File: config.mk
export PLATFORM = sky130hd
export DESIGN_NAME = vga_sync_decoder
export DESIGN_NICKNAME = d
export VERILOG_FILES = /design/src/rtl/vga_sync_decoder.sv
export SDC_FILE = /design/constraint.sdc
export NUM_CORES = 1
export LEC_CHECK = 0
export ABC_AREA = 1
export ABC_CLOCK_PERIOD_IN_PS = 3300
export BUFFER_PORTS_ARGS = -buffer_cell sky130_fd_sc_hd__clkbuf_2
export CAP_MARGIN = 0
export CORE_UTILIZATION = 48
export DETAILED_ROUTE_END_ITERATION = 12
export GPL_TIMING_DRIVEN = 0
export PLACE_DENSITY = 0.79
export SETUP_SLACK_MARGIN = 0.4
export SLEW_MARGIN = 10
export SYNTH_ARGS = -nofsm -noshare
export SYNTH_HDL_FRONTEND = slang
export SYNTH_SLANG_ARGS = --single-unit
File: constraint.sdc
create_clock -name i_clk -period 3.3 [get_ports i_clk]
set_input_delay 0.33 -clock i_clk [delete_from_list [all_inputs] [get_ports i_clk]]
set_output_delay 0.33 -clock i_clk [all_outputs]
set_load 0.02 [all_outputs]
File: src/rtl/vga_sync_decoder.sv
// Sync decoder: locks to raw VGA HSYNC/VSYNC and rebuilds pixel position, visible flag and frame strobe.
// Optional per-frame CRC of visible pixels when VGA_DECODER_CRC_EN is defined.
module vga_sync_decoder #(
  parameter int unsigned H_VISIBLE   = 640,
  parameter int unsigned V_VISIBLE   = 480,
  parameter int unsigned H_TOTAL     = 800,
  parameter int unsigned V_TOTAL     = 525,
  parameter int unsigned H_START     = 144,
  parameter int unsigned V_START     = 35,
  parameter int unsigned LOCK_FRAMES = 2
) (
  input  logic        i_clk,
  input  logic        i_rst_n,
  input  logic        i_hsync,
  input  logic        i_vsync,
  input  logic [2:0]  i_red_video,
  input  logic [2:0]  i_grn_video,
  input  logic [2:0]  i_blu_video,
  output logic [9:0]  o_hpos,
  output logic [9:0]  o_vpos,
  output logic        o_visible,
  output logic        o_frame_strobe,
  output logic        o_locked,
  output logic [2:0]  o_red_video,
  output logic [2:0]  o_grn_video,
  output logic [2:0]  o_blu_video,
  output logic [15:0] o_frame_crc
);

  localparam int unsigned HW  = 11;
  localparam int unsigned VW  = 10;
  localparam int unsigned PW  = 10;
  localparam int unsigned CW  = 3;
  localparam int unsigned GW  = 3;
  localparam int unsigned CRW = 16;
  localparam logic [HW-1:0] H_MAX = '1;
  localparam logic [VW-1:0] V_MAX = '1;

  typedef enum logic [1:0] {ST_SEARCH, ST_VERIFY, ST_LOCKED} state_e;

  state_e          state_q, state_d;
  logic [GW-1:0]   good_cnt_q, good_cnt_d;
  logic            hs_prev_q, vs_prev_q;
  logic [HW-1:0]   h_cnt_q, h_cnt_d;
  logic [VW-1:0]   v_cnt_q, v_cnt_d;
  logic            v_arm_q, v_arm_d;
  logic            he, ve, frame_he, h_sat, line_bad, frame_bad;

  logic [PW-1:0]   hpos_q, hpos_d, vpos_q, vpos_d;
  logic            vis_q, vis_d, strobe_q, strobe_d, locked_q, locked_d;
  logic [CW-1:0]   red_q, red_d, grn_q, grn_d, blu_q, blu_d;
  logic            h_win, v_win;

  // Edge detection, position counters and line/frame length checks for the current sample
  always_comb begin
    he       = hs_prev_q & ~i_hsync;
    ve       = vs_prev_q & ~i_vsync;
    frame_he = he & (v_arm_q | ve);
    h_cnt_d  = h_cnt_q;
    v_cnt_d  = v_cnt_q;
    v_arm_d  = v_arm_q;
    if (he) begin
      h_cnt_d = '0;
    end else if (h_cnt_q != H_MAX) begin
      h_cnt_d = h_cnt_q + HW'(1);
    end
    if (frame_he) begin
      v_cnt_d = '0;
      v_arm_d = 1'b0;
    end else begin
      if (he && (v_cnt_q != V_MAX)) v_cnt_d = v_cnt_q + VW'(1);
      if (ve) v_arm_d = 1'b1;
    end
    h_sat     = ~he & (h_cnt_d == H_MAX);
    line_bad  = h_sat | (he & ((12'(h_cnt_q) + 12'd1) != 12'(H_TOTAL)));
    frame_bad = frame_he & ((11'(v_cnt_q) + 11'd1) != 11'(V_TOTAL));
  end

  // Lock FSM: state register
  always_ff @(posedge i_clk or negedge i_rst_n) begin
    if (!i_rst_n) begin
      state_q    <= ST_SEARCH;
      good_cnt_q <= '0;
    end else begin
      state_q    <= state_d;
      good_cnt_q <= good_cnt_d;
    end
  end

  // Lock FSM: next state; a bad frame in VERIFY restarts the consecutive-good count
  always_comb begin
    state_d    = state_q;
    good_cnt_d = good_cnt_q;
    case (state_q)
      ST_SEARCH: begin
        if (frame_he) begin
          state_d    = ST_VERIFY;
          good_cnt_d = '0;
        end
      end
      ST_VERIFY: begin
        if (line_bad) begin
          state_d = ST_SEARCH;
        end else if (frame_he) begin
          if (frame_bad) begin
            good_cnt_d = '0;
          end else begin
            good_cnt_d = good_cnt_q + GW'(1);
            if ((good_cnt_q + GW'(1)) == GW'(LOCK_FRAMES)) state_d = ST_LOCKED;
          end
        end
      end
      ST_LOCKED: begin
        if (line_bad || frame_bad) state_d = ST_SEARCH;
      end
      default: state_d = ST_SEARCH;
    endcase
  end

  // Output decode for the current sample, using the post-transition lock state
  always_comb begin
    locked_d = (state_d == ST_LOCKED);
    h_win    = (h_cnt_d >= HW'(H_START)) && (h_cnt_d < HW'(H_START + H_VISIBLE));
    v_win    = (v_cnt_d >= VW'(V_START)) && (v_cnt_d < VW'(V_START + V_VISIBLE));
    vis_d    = h_win & v_win & locked_d;
    strobe_d = frame_he & locked_d;
    hpos_d   = '0;
    vpos_d   = '0;
    if (h_win && v_win) begin
      hpos_d = PW'(h_cnt_d - HW'(H_START));
      vpos_d = PW'(v_cnt_d - VW'(V_START));
    end
    red_d = vis_d ? i_red_video : '0;
    grn_d = vis_d ? i_grn_video : '0;
    blu_d = vis_d ? i_blu_video : '0;
  end

  // Timing tracker and registered outputs
  always_ff @(posedge i_clk or negedge i_rst_n) begin
    if (!i_rst_n) begin
      hs_prev_q <= 1'b1;
      vs_prev_q <= 1'b1;
      h_cnt_q   <= '0;
      v_cnt_q   <= '0;
      v_arm_q   <= 1'b0;
      hpos_q    <= '0;
      vpos_q    <= '0;
      vis_q     <= 1'b0;
      strobe_q  <= 1'b0;
      locked_q  <= 1'b0;
      red_q     <= '0;
      grn_q     <= '0;
      blu_q     <= '0;
    end else begin
      hs_prev_q <= i_hsync;
      vs_prev_q <= i_vsync;
      h_cnt_q   <= h_cnt_d;
      v_cnt_q   <= v_cnt_d;
      v_arm_q   <= v_arm_d;
      hpos_q    <= hpos_d;
      vpos_q    <= vpos_d;
      vis_q     <= vis_d;
      strobe_q  <= strobe_d;
      locked_q  <= locked_d;
      red_q     <= red_d;
      grn_q     <= grn_d;
      blu_q     <= blu_d;
    end
  end

  assign o_hpos         = hpos_q;
  assign o_vpos         = vpos_q;
  assign o_visible      = vis_q;
  assign o_frame_strobe = strobe_q;
  assign o_locked       = locked_q;
  assign o_red_video    = red_q;
  assign o_grn_video    = grn_q;
  assign o_blu_video    = blu_q;

`ifdef VGA_DECODER_CRC_EN
  logic [CRW-1:0] crc_acc_q, crc_acc_d, frame_crc_q, frame_crc_d;

  // CRC-16-CCITT over one 9-bit pixel, MSB first
  function automatic logic [CRW-1:0] crc_pixel(input logic [CRW-1:0] c, input logic [8:0] d);
    logic [CRW-1:0] r;
    r = c;
    for (int i = 8; i >= 0; i--) begin
      if (r[CRW-1] ^ d[i]) r = {r[CRW-2:0], 1'b0} ^ 16'h1021;
      else                 r = {r[CRW-2:0], 1'b0};
    end
    return r;
  endfunction

  always_comb begin
    crc_acc_d   = crc_acc_q;
    frame_crc_d = frame_crc_q;
    if (vis_d) crc_acc_d = crc_pixel(crc_acc_q, {i_red_video, i_grn_video, i_blu_video});
    if (strobe_d) begin
      frame_crc_d = crc_acc_q;
      crc_acc_d   = 16'hFFFF;
    end
    if ((state_q == ST_LOCKED) && !locked_d) crc_acc_d = 16'hFFFF;
  end

  always_ff @(posedge i_clk or negedge i_rst_n) begin
    if (!i_rst_n) begin
      crc_acc_q   <= 16'hFFFF;
      frame_crc_q <= 16'h0000;
    end else begin
      crc_acc_q   <= crc_acc_d;
      frame_crc_q <= frame_crc_d;
    end
  end

  assign o_frame_crc = frame_crc_q;
`else
  assign o_frame_crc = 16'h0000;
`endif

endmodule

==> metrics.md, run 1 <==
| Metric | Value |
|---|---|
| Hold endpoint | `vs_prev_q` |
| ANT nets after route | `0` |
| Cell Area, Synth | `3393 um2` |
| CP cell instances | `ha_4, nand2_1, nor2_2, nand3_2, nand2_4, buf_6, nand2_1, a21oi_4, ha_1, inv_2, nand4_1, nand2_2, nand3_1, nand2_1, nor2_4, inv_4, buf_6, nor2_2` |
| Num CTS Buffers | `9` |
| Worst path most repeated cell | `nand2_1` |
| Final non-filler cell area | `4095 um2` |
| Vias per cell | `4.633` |
| Tot GR Track Use | `20.28%` |
| Leak | `2.344 nW` |
| Post-Layout Cell Count | `607` |
| Hpwl dp | `4.929 mm` |
| Switching Share | `32.00%` |
| Post-synth top area cell | `dfrtp_1` |
| Hold Vio Cnt, Final | `0` |
| Max-cap violations | `0` |
| Clock sink count | `61` |
| Max Freq | `0.3705 GHz` |
| Synthesis-to-finish area growth | `20.69%` |
| Psw | `0.0006678 W` |
| Simple-Gate Fraction of Synth Area | `30.42%` |
| Routed length per instance | `11.40 um` |
| Post-CTS Hold Buffers | `0` |
| Worst hold path class | `input pin to flop` |
| CTS H-tree lvls | `3` |
| Share of layout cells above drive strength 1 | `27.01%` |
| Main combinational cell family by area after synthesis | `simple AND/OR/NAND/NOR gates` |
| Top delay family on crit path | `simple AND/OR/NAND/NOR gates` |
| Clk buf depth | `2` |
| Die Span X | `86.08 um` |
| Post-Synth XOR/XNOR Area | `4.646%` |
| Synthesized area per cell | `7.837 um2` |
| Compound-cell area share of the yosys netlist | `3.614%` |
| Flop pwr share | `40.8%` |
| Status | `completed` |
| CP endpoint kind | `flop` |
| Slew margin rel. | `46.28%` |
| RSZ-0062 raised after global routing | `false` |
| Synth warn | `0` |
| CTS clock-pin slew for the worst setup and hold paths | `0.07 ns` |
| Synth async-reset ratio | `100.0%` |
| Grt ovf | `0` |
| CTS tree | `built` |
| Number of flops mapped to enable cells by yosys | `0` |
| GPL Wtd Cong | `0.8683` |
| Synth Flop Type | `dfrtp_1` |
| Vias in the first global route | `2730` |
| I/O Pins | `61` |
| # diodes | `0` |
| Clock power share | `35.4%` |
| FP Rows | `30` |
| Seq cells post-synth | `61` |
| Pins Over Slew Limit | `0` |
| 1st-iter DRT viols | `130` |
| Mux cell area share after synthesis | `0%` |
| RR Startpoint | `v_cnt_q[1]` |
| Crit Path Max Fanout | `10` |
| Post-synthesis sequential area ratio | `45.06%` |
| Least-Margin Pin Slew | `0.8058 ns` |
| Port bufs | `44` |
| Reg2reg path depth | `18` |
| Max stage delay on crit path | `0.44 ns` |
| Placed inst area | `3792 um2` |
| Arr. time, crit path | `2.98 ns` |
| Placed insts | `588` |
| Final TNS setup | `0 ns` |
| Min Tclk post-route | `2.699 ns` |
| Clk root buf | `clkbuf_8` |
| Post-Synth Adder-Cell Area | `3.319%` |
| Crit-path slowest cell | `dfrtp_1` |
| Initial Util | `49.94%` |
| Syn Inst Count | `433` |
| Crit path depth | `18` |
| Residual DRC count | `0` |
| Number of distinct library cells after synthesis | `30` |
| Chip height | `86.08 um` |
| Internal power | `0.001419 W` |
| WS Path Type | `flop to flop` |
| Drt first pass iters | `4` |
| Core area | `6794 um2` |
| CP bufs+invs | `4` |
| Yosys top cell area share | `43.51%` |
| R2r endpoint | `o_hpos[1]` |
| Clock Latency Late Sink | `0.35 ns` |
| R2R setup slack | `0.60 ns` |
| Final WL | `6.920 mm` |
| Initial antenna violation count | `0` |
| Top cells by area, synth | `dfrtp_1 44%, nand2_1 12%, inv_1 6.5%` |
| Vias | `2812` |
| Final net count | `528` |
| Peak supply drop | `238.7 uV` |
| Comb power frac | `23.8%` |
| DIE AREA | `7410 um2` |
| P per Cell Area | `509.6 nW/um2` |
| Pin count of the biggest net entering global routing | `62` |
| Global-route wire length before repair | `11.61 mm` |
| Critical Path Start Type | `flop` |
| Final period util | `81.79%` |
| Worst hold path depth | `1` |
| Endpoints failing setup | `0` |
| Hold_sp | `i_vsync` |
| Worst endpoint required time | `3.58 ns` |
| Worst clock skew | `0.009021 ns` |
==> how the worst max path moves through the flow <==
stage               startpoint         to  slack, ns
detailed placement  v_cnt_q[0]  o_hpos[5]       0.42
floorplan           v_cnt_q[0]  o_hpos[2]       0.85
CTS                 v_cnt_q[0]  o_hpos[1]       0.42
global placement    v_cnt_q[0]  o_hpos[5]       0.45
global route        v_cnt_q[1]  o_hpos[2]       0.37
finish              v_cnt_q[1]  o_hpos[1]       0.60
==> cell families (layout without fill, tap and decap cells) <==
family / count (synthesis) / in the layout
adder cells (fa/ha/maj): 9 / 9
buffers and inverters: 94 / 157
XOR/XNOR: 18 / 18
flip-flops: 61 / 61
AND/OR/NAND/NOR: 227 / 227
other: 1 / 16
AO/OA/AOI/OAI: 23 / 23
==> stage by stage <==
stage | utilization, % | setup WS, ns | power, W | hold WS [ns]
global route | 60.28 | 0.3702 | 0.002208 | 0.06108
CTS | 59.17 | 0.4154 | 0.002063 | 0.06682
finish | 60.28 | 0.6008 | 0.002087 | 0.07257
detailed placement | 55.82 | 0.4204 | 0.001317 | 0.4390
floorplan | - | 0.8547 | 0.001216 | 0.03441
global placement | 55.78 | 0.4543 | 0.001301 | 0.4388
==> routing by layer <==
layer,vias to the layer above,part of all wire (%),global-route usage (%)
met3,12,5.2,5.582
li1,1431,-,-
met2,76,50,34.56
met4,0,2.0,9.091
met1,1293,43,23.85
met5,-,0,0
==> power groups by stage <==
stage | clock, W | sequential [W] | combinational, W
global route | 0.000787 | 0.000857 | 0.000564
global placement | 0 | 0.000860 | 0.000442
detailed placement | 0 | 0.000863 | 0.000454
floorplan | 0 | 0.000852 | 0.000364
CTS | 0.000750 | 0.000850 | 0.000464
finish | 0.000739 | 0.000851 | 0.000497
==> cells in the final DEF, fill, tap and decap left out, drive strengths merged <==
| master | count |
|---|---|
| nand4 | 6 |
| inv | 71 |
| nand3b | 3 |
| bufinv | 2 |
| nand3 | 35 |
| xor2 | 16 |
| and2 | 2 |
| dfstp | 2 |
| conb | 16 |
| o21ai | 15 |
| clkinvlp | 1 |
| buf | 25 |
| nor2 | 69 |
| nor3 | 2 |
| nand2 | 110 |
| xnor2 | 2 |
| clkinv | 4 |
| dfrtp | 59 |
| a21oi | 8 |
| ha | 9 |
| clkbuf | 54 |
==> synth_stat cells, drive strengths merged (3+ instances only) <==
| cell type | n |
|---|---|
| xor2 | 16 |
| buf | 22 |
| a21oi | 8 |
| ha | 9 |
| inv | 71 |
| dfrtp | 59 |
| nand3b | 3 |
| nand2 | 110 |
| nand4 | 6 |
| nor2 | 69 |
| nand3 | 35 |
| o21ai | 15 |
==> registers in the layout, summed over array words and instances (netlist names) <==
name	cells
o_vpos	10
vs_prev_q	1
state_q	2
o_blu_video	3
h_cnt_q	11
o_visible	1
o_frame_strobe	1
good_cnt_q	3
o_grn_video	3
o_red_video	3
v_cnt_q	10
o_hpos	10
o_locked	1
hs_prev_q	1
v_arm_q	1
==> timing repair <==
| item | in CTS | in global routing |
|---|---|---|
| setup endpoints to repair | 10 | 33 |
| pin swaps | 0 | 2 |
| setup buffers | 0 | 3 |
| gates resized for setup | 1 | 13 |
==> layout make-up <==
| class | count | area (um2) |
|---|---|---|
| fill | 570 | 2699 |
| sequential | 61 | 1529 |
| tap | 96 | 120.1 |
| clock inverter | 6 | 86.33 |
| clock buffer | 10 | 137.6 |
| multi-input combinational | 293 | 1541 |
| timing repair buffer | 47 | 245.2 |
| inverter | 72 | 272.8 |
| buffer | 22 | 162.7 |
==> worst reg2reg max path, cell delays in order, from the launching register on <==
cell and delay (ns):
dfrtp_1 0.44, ha_4 0.19, nand2_1 0.06, nor2_2 0.12, nand3_2 0.13, nand2_4 0.11, buf_6 0.14, nand2_1 0.09
a21oi_4 0.17, ha_1 0.19, inv_2 0.05, nand4_1 0.13, nand2_2 0.09, nand3_1 0.08, nand2_1 0.09, nor2_4 0.20
inv_4 0.10, buf_6 0.17, nor2_2 0.09
(Power assumes the default switching activity.)
==> run 2, diff against run 1 <==
--- a/config.mk
+++ b/config.mk
@@ -5,8 +5,8 @@
 export SDC_FILE = /design/constraint.sdc
 export NUM_CORES = 1
 export LEC_CHECK = 0
-export ABC_AREA = 1
-export ABC_CLOCK_PERIOD_IN_PS = 3300
+export ABC_AREA = 0
+export ABC_CLOCK_PERIOD_IN_PS = 2750
 export BUFFER_PORTS_ARGS = -buffer_cell sky130_fd_sc_hd__clkbuf_2
 export CAP_MARGIN = 0
 export CORE_UTILIZATION = 48
==> constraint.sdc (replaced) <==
create_clock -name i_clk -period 2.75 [get_ports i_clk]
set_input_delay 0.275 -clock i_clk [delete_from_list [all_inputs] [get_ports i_clk]]
set_output_delay 0.275 -clock i_clk [all_outputs]
set_load 0.02 [all_outputs]
==> metrics.md, run 2 <==
| Metric | Value |
|---|---|
| Reg2reg path depth | `13 (-5)` |
| Failing checks | `negative setup slack` |
| Peak supply drop | `372.8 uV (+56%)` |
| DIE AREA | `7967 um2 (+7.5%)` |
| Final net count | `514 (-2.7%)` |
| Post-synthesis sequential area ratio | `41.83% (-3.2 points)` |
| Post-Layout Cell Count | `596 (-1.8%)` |
| Fillers | `547 (-4.0%)` |
| Final period util | `103.6% (+22 points)` |
| Cell Area, Synth | `3655 um2 (+7.7%)` |
| CTS clock-pin slew for the worst setup and hold paths | `0.07 ns (about the same)` |
| Vias per cell | `5.753 (+24%)` |
| Vias in the first global route | `3259 (+19%)` |
| Drt first pass iters | `5 (+1)` |
| Clock Latency Late Sink | `0.35 ns (about the same)` |
| Count leader, synth | `dfrtp_1` |
| Yosys top cell area share | `40.40% (-3.1 points)` |
| Least-Margin Pin Slew | `0.8387 ns (+0.03293 ns)` |
| Clk root buf | `clkbuf_8` |
| Synth Flop Type | `dfrtp_1` |
| Top cells by area, synth | `dfrtp_1 40%, buf_4 3.7%, nor2_1 3.4%` |
| Most frequent cells in the layout | `57 x buf_4, 49 x dfrtp_1, 44 x clkbuf_2, 31 x nor2_1, 24 x inv_1` |
| Max-cap violations | `0 (unchanged)` |
| CTS tree | `built` |
| Worst clock skew | `0.008996 ns (-0.00002460 ns)` |
| Syn Inst Count | `372 (-14%)` |
| Core area | `7292 um2 (+7.3%)` |
| Synth warn | `0 (unchanged)` |
| Worst endpoint required time | `2.98 ns (-0.60 ns)` |
| Share of layout cells above drive strength 1 | `45.88% (+19 points)` |
| Crit Path Max Fanout | `10 (unchanged)` |
| Vias | `3429 (+22%)` |
| Synth async-reset ratio | `100.0% (unchanged)` |
| Die Span X | `89.26 um (+3.7%)` |
| Post-CTS Hold Buffers | `0 (unchanged)` |
| Worst hold path class | `input pin to flop` |
| Number of flops mapped to enable cells by yosys | `0 (unchanged)` |
| Number of distinct library cells after synthesis | `72 (+140%)` |
| I/O Pins | `61 (unchanged)` |
| Endpoints failing setup | `10 (+10)` |
| FP Rows | `31 (+3.3%)` |
| Slew margin rel. | `44.09% (-2.2 points)` |
| Hold Vio Cnt, Final | `0 (unchanged)` |
| WS Path Type | `flop to flop` |
| Global-route wire length before repair | `16.00 mm (+38%)` |
| Critical Path Start Type | `flop` |
| Pins Over Slew Limit | `0 (unchanged)` |
| Hpwl dp | `5.994 mm (+22%)` |
| RSZ-0062 raised after global routing | `true` |
| Final WL | `10.86 mm (+57%)` |
| Status | `finished, violations left` |
| CP endpoint kind | `flop` |
| Port bufs | `44 (unchanged)` |
| Leak | `2.469 nW (+5.3%)` |
| Multi-input gate area | `2178 um2 (+41%)` |
| Clock sink count | `61 (unchanged)` |
| Final non-filler cell area | `5102 um2 (+25%)` |
| Placed insts | `530 (-9.9%)` |
| Pin count of the biggest net entering global routing | `62 (unchanged)` |
| Post-synth top area cell | `dfrtp_1` |
| Residual DRC count | `0 (unchanged)` |
| Initial Util | `50.12% (+0.18 points)` |
| Max Freq | `0.3509 GHz (-5.3%)` |
| Largest register FFs | `11 (unchanged)` |
| ANT nets after route | `0 (unchanged)` |
| Routed length per instance | `18.21 um (+60%)` |
| Min Tclk post-route | `2.849 ns (+0.1503 ns)` |
| Worst hold path depth | `1 (unchanged)` |
| Final worst slack | `-0.09949 ns (-0.7003 ns)` |
| # diodes | `0 (unchanged)` |
| Register Area | `1541 um2 (+0.82%)` |
| 1st-iter DRT viols | `258 (+98%)` |
| CTS H-tree lvls | `3 (unchanged)` |
| Grt ovf | `0 (unchanged)` |
| Total power | `0.002386 W (+14%)` |
| Arr. time, crit path | `3.08 ns (+0.10 ns)` |
| Initial antenna violation count | `0 (unchanged)` |
| Clk buf depth | `2 (unchanged)` |
| Synth cell count leaders | `59 x dfrtp_1, 33 x nor2_1, 28 x inv_1` |
| Chip height | `89.26 um (+3.7%)` |
| P per Cell Area | `467.5 nW/um2 (-8.3%)` |
| Most flop-heavy register | `h_cnt_q` |
| Tot GR Track Use | `27.22% (+6.9 points)` |
| Seq cells post-synth | `61 (unchanged)` |
| Num CTS Buffers | `9 (unchanged)` |
| Synthesis-to-finish area growth | `39.61%` |
| Placed inst area | `4131 um2 (+8.9%)` |
| GPL Wtd Cong | `0.8857 (+2.0%)` |
| Most common cell after layout, fill and taps aside | `buf_4` |
| Synthesized area per cell | `9.825 um2 (+25%)` |
[run 2: worst max-delay path: stages (launching register included)]
cell and delay (ns):
dfrtp_1 0.36, buf_6 0.13, and3_1 0.18, buf_6 0.13, nand4_1 0.15, buf_6 0.18
a21oi_4 0.18, ha_4 0.15, and4b_1 0.19, nand4_1 0.14, o211ai_1 0.29, o2111ai_4 0.19
buf_6 0.22, nor3_1 0.23
[run 2: report_power, final]
part / switching (W) / internal [W]
clock network: 0.000393 / 0.000331
registers: 0.0000524 / 0.000941
logic: 0.000370 / 0.000297
total: 0.000816 / 0.00157
[run 2: area by class of cell]
| type | instances | area share, % |
|---|---|---|
| Buffer | 36 | 6.057 |
| Timing Repair Buffer | 94 | 12.90 |
| Clock inverter | 7 | 0.9809 |
| Multi-Input combinational cell | 262 | 42.69 |
| Sequential cell | 61 | 30.21 |
| Inverter | 28 | 2.305 |
| Tap cell | 99 | 2.428 |
| Clock buffer | 9 | 2.428 |
[run 2: worst paths after layout]
check / endpoint / slack, ns / from
min reg2reg: state_q[0] / 0.59 / state_q[1]
max: o_hpos[1] / -0.1 / h_cnt_q[3]
min: vs_prev_q / 0.04 / i_vsync
min in group asynchronous: h_cnt_q[6] / 0.05 / i_rst_n
max in group asynchronous: v_cnt_q[6] / 2.11 / i_rst_n
max reg2reg: o_hpos[1] / -0.1 / h_cnt_q[3]
[run 2: stage by stage]
stage	utilization (%)	hold WS, ns	setup TNS, ns	setup WS (ns)
after CTS	66.09	0.01507	0	0.002354
after global routing	69.97	0.03703	-2.420	-0.1791
after global placement	56.62	0.3788	-0.8319	-0.1128
final	69.97	0.04180	-0.6796	-0.09949
after detailed placement	56.66	0.3815	-3.004	-0.1414
after floorplan	-	-0.02059	0	0.2463
[run 2: kinds of logic after synthesis]
kind of cell | count (synthesis) | share of synthesized area, %
AO/OA/AOI/OAI | 78 | 17.73
XOR/XNOR | 15 | 3.594
adder cells (fa/ha/maj) | 9 | 3.081
buffers and inverters | 64 | 9.243
flip-flops | 61 | 41.84
multiplexers | 2 | 0.5478
other | 1 | 0.1026
AND/OR/NAND/NOR | 142 | 23.86
[run 2: repair_timing]
item                                    in CTS  in global routing
setup buffers                               36                 12
pin swaps                                   16                 20
endpoints found under the setup margin      37                 37
gates cloned                                 1                  1
gates resized for setup                     53                 42
[run 2: routing by layer]
layer / part of all wire (%) / wire (um) / global-route usage [%]
met4: 3.1 / 333 / 12.84
met5: 0 / 0 / 0
met3: 6.7 / 725 / 6.002
met2: 53 / 5715 / 48.58
met1: 38 / 4081 / 30.96
==> run 3, diff against run 2 <==
--- a/config.mk
+++ b/config.mk
@@ -13,7 +13,7 @@
 export DETAILED_ROUTE_END_ITERATION = 12
 export GPL_TIMING_DRIVEN = 0
 export PLACE_DENSITY = 0.79
-export SETUP_SLACK_MARGIN = 0.4
+export SETUP_SLACK_MARGIN = 0.5
 export SLEW_MARGIN = 10
 export SYNTH_ARGS = -nofsm -noshare
 export SYNTH_HDL_FRONTEND = slang
==> metrics.md, run 3 (synthesized netlist as in run 2, its figures left out) <==
| Metric | Value |
|---|---|
| Worst endpoint required time | `3.01 ns (+0.03 ns)` |
| Global-route wire length before repair | `14.98 mm (-6.4%)` |
| I/O Pins | `61 (unchanged)` |
| Hpwl dp | `6.012 mm (+0.30%)` |
| FP Rows | `31 (unchanged)` |
| RSZ-0062 raised after global routing | `true` |
| Met2 routed WL | `5.496 mm (-3.8%)` |
| Chip height | `89.26 um (unchanged)` |
| Pins Over Slew Limit | `0 (unchanged)` |
| Reg2reg path depth | `13 (unchanged)` |
| Least-Margin Pin Slew | `0.6521 ns (-0.1866 ns)` |
| Vias | `3445 (+0.47%)` |
| DIE AREA | `7967 um2 (unchanged)` |
| Post-Layout Cell Count | `596 (unchanged)` |
| Initial Util | `50.12% (unchanged)` |
| Final net count | `514 (unchanged)` |
| Num CTS Buffers | `9 (unchanged)` |
| CTS H-tree lvls | `3 (unchanged)` |
| Residual DRC count | `0 (unchanged)` |
| Endpoints failing setup | `25 (+15)` |
| Core area | `7292 um2 (unchanged)` |
| Final worst slack | `-0.08314 ns (+0.01635 ns)` |
| Arr. time, crit path | `3.09 ns (about the same)` |
| Critical Path Start Type | `flop` |
| Grt ovf | `0 (unchanged)` |
| Clk buf depth | `2 (unchanged)` |
| 1st-iter DRT viols | `239 (-7.4%)` |
| Status | `finished, violations left` |
| Internal power | `0.001737 W (+11%)` |
| Clock Latency Late Sink | `0.35 ns (about the same)` |
| CP endpoint kind | `flop` |
| Wire length on met1 | `4.048 mm (-0.81%)` |
| Flop pwr share | `38.8% (-2.9 points)` |
| CTS clock-pin slew for the worst setup and hold paths | `0.08 ns (about the same)` |
| Slew margin rel. | `56.06% (+12 points)` |
| # diodes | `0 (unchanged)` |
| Hold Vio Cnt, Final | `0 (unchanged)` |
| Worst hold path class | `input pin to flop` |
| Clock power share | `35.3% (+4.9 points)` |
| Most flop-heavy register | `h_cnt_q` |
| Crit Path Max Fanout | `5 (-5)` |
| Clock sink count | `61 (unchanged)` |
| Most common cell after layout, fill and taps aside | `buf_4` |
| DR top layer | `met4` |
| Clk root buf | `clkbuf_8` |
| Synthesis-to-finish area growth | `40.29%` |
| Vias in the first global route | `3013 (-7.5%)` |
| Max Freq | `0.3530 GHz (+0.58%)` |
| Port bufs | `44 (unchanged)` |
| Initial antenna violation count | `0 (unchanged)` |
| Min Tclk post-route | `2.833 ns (-0.01635 ns)` |
| Die Span X | `89.26 um (unchanged)` |
| Tot GR Track Use | `25.14% (-2.1 points)` |
| Psw | `0.0008083 W (-0.97%)` |
| Placed insts | `531 (+0.19%)` |
| Failing checks | `negative setup slack` |
| WHS | `0.02856 ns (-0.01323 ns)` |
| Comb power frac | `25.9% (-2.1 points)` |
| Leak | `2.492 nW (+0.93%)` |
| CTS tree | `built` |
| Final WL | `10.57 mm (-2.6%)` |
| Drt first pass iters | `5 (unchanged)` |
| Worst hold path depth | `1 (unchanged)` |
| Most frequent cells in the layout | `54 x buf_4, 53 x dfrtp_1, 44 x clkbuf_2, 26 x nor2_1, 24 x inv_1` |
| Max-cap violations | `0 (unchanged)` |
| ANT nets after route | `0 (unchanged)` |
| Final period util | `103.0% (-0.59 points)` |
| Routed length per instance | `17.73 um (-2.6%)` |
| Share of layout cells above drive strength 1 | `45.88% (unchanged)` |
| Met3 routed WL | `688 um (-5.1%)` |
| Switching Share | `31.76% (-2.5 points)` |
| Final TNS setup | `-0.9743 ns (-0.2947 ns)` |
| WS Path Type | `flop to flop` |
| Pin count of the biggest net entering global routing | `38 (-39%)` |
| Vias per cell | `5.780 (+0.47%)` |
| Largest register FFs | `11 (unchanged)` |
| GPL Wtd Cong | `0.8239 (-7.0%)` |
| Peak supply drop | `330.1 uV (-11%)` |
| Worst clock skew | `0.007537 ns (-0.001459 ns)` |
| P per Cell Area | `496.4 nW/um2 (+6.2%)` |
## run 3: critical path, stage by stage, from the launching register on
cell and delay [ns]:
dfrtp_1 0.42, ha_4 0.19, and2_4 0.17, nand4_1 0.17
buf_6 0.19, a21oi_4 0.16, ha_1 0.16, and4b_1 0.19
nand4_1 0.10, o211ai_1 0.30, o2111ai_4 0.21, buf_4 0.20
clkbuf_16 0.15, nor3_2 0.14
## run 3: metrics by stage
step | instance area (um2) | setup slack (ns) | utilization [%] | power (W)
final | 5127 | -0.08314 | 70.32 | 0.002545
after global routing | 5127 | -0.1739 | 70.32 | 0.002632
after CTS | 4763 | -0.08203 | 65.32 | 0.002450
after detailed placement | 4151 | -0.2126 | 56.93 | 0.001426
after global placement | 4129 | -0.1482 | 56.62 | 0.001408
after floorplan | 3785 | 0.2463 | - | 0.001314
## run 3: path summary, 6_finish.rpt
kind                               startpoint            end  slack [ns]
worst max-delay path               h_cnt_q[1]      o_hpos[1]       -0.08
worst min-delay path                  i_vsync      vs_prev_q        0.03
worst max register to register     h_cnt_q[1]      o_hpos[1]       -0.08
worst min register to register  good_cnt_q[0]  good_cnt_q[0]        0.59
max in group asynchronous             i_rst_n     v_cnt_q[6]        1.83
min in group asynchronous             i_rst_n     h_cnt_q[7]        0.40
## run 3: cell type report
cell class / count / area (um2)
well taps: 99 / 123.9
multi-input cells: 262 / 2138
inverters: 28 / 105.1
repair buffers: 94 / 698.2
plain buffers: 36 / 304.0
clock buffers: 9 / 123.9
fillers: 533 / 2165
clock inverters: 7 / 97.59
flip-flops and latches: 61 / 1536
## run 3: layer usage
metal	global-route usage, %	vias to the layer above
li1	-	1554
met1	31.09	1666
met2	42.96	188
met3	5.540	37
met4	9.668	0
met5	0	-
## run 3: timing repair
item	4_1_cts	5_1_grt
gates resized for setup	38	46
endpoints found under the hold margin	22	0
endpoints found under the setup margin	37	37
buffers inserted	24	21
hold buffers	1	0
gates cloned	2	1
pin swaps	11	20
## run 3: power groups by stage
stage	logic [W]	registers [W]	clock network, W
global route	0.000698	0.000991	0.000944
floorplan	0.000325	0.000989	0
CTS	0.000567	0.000984	0.000899
global placement	0.000408	0.00100	0
detailed placement	0.000423	0.00100	0
finish	0.000659	0.000988	0.000898
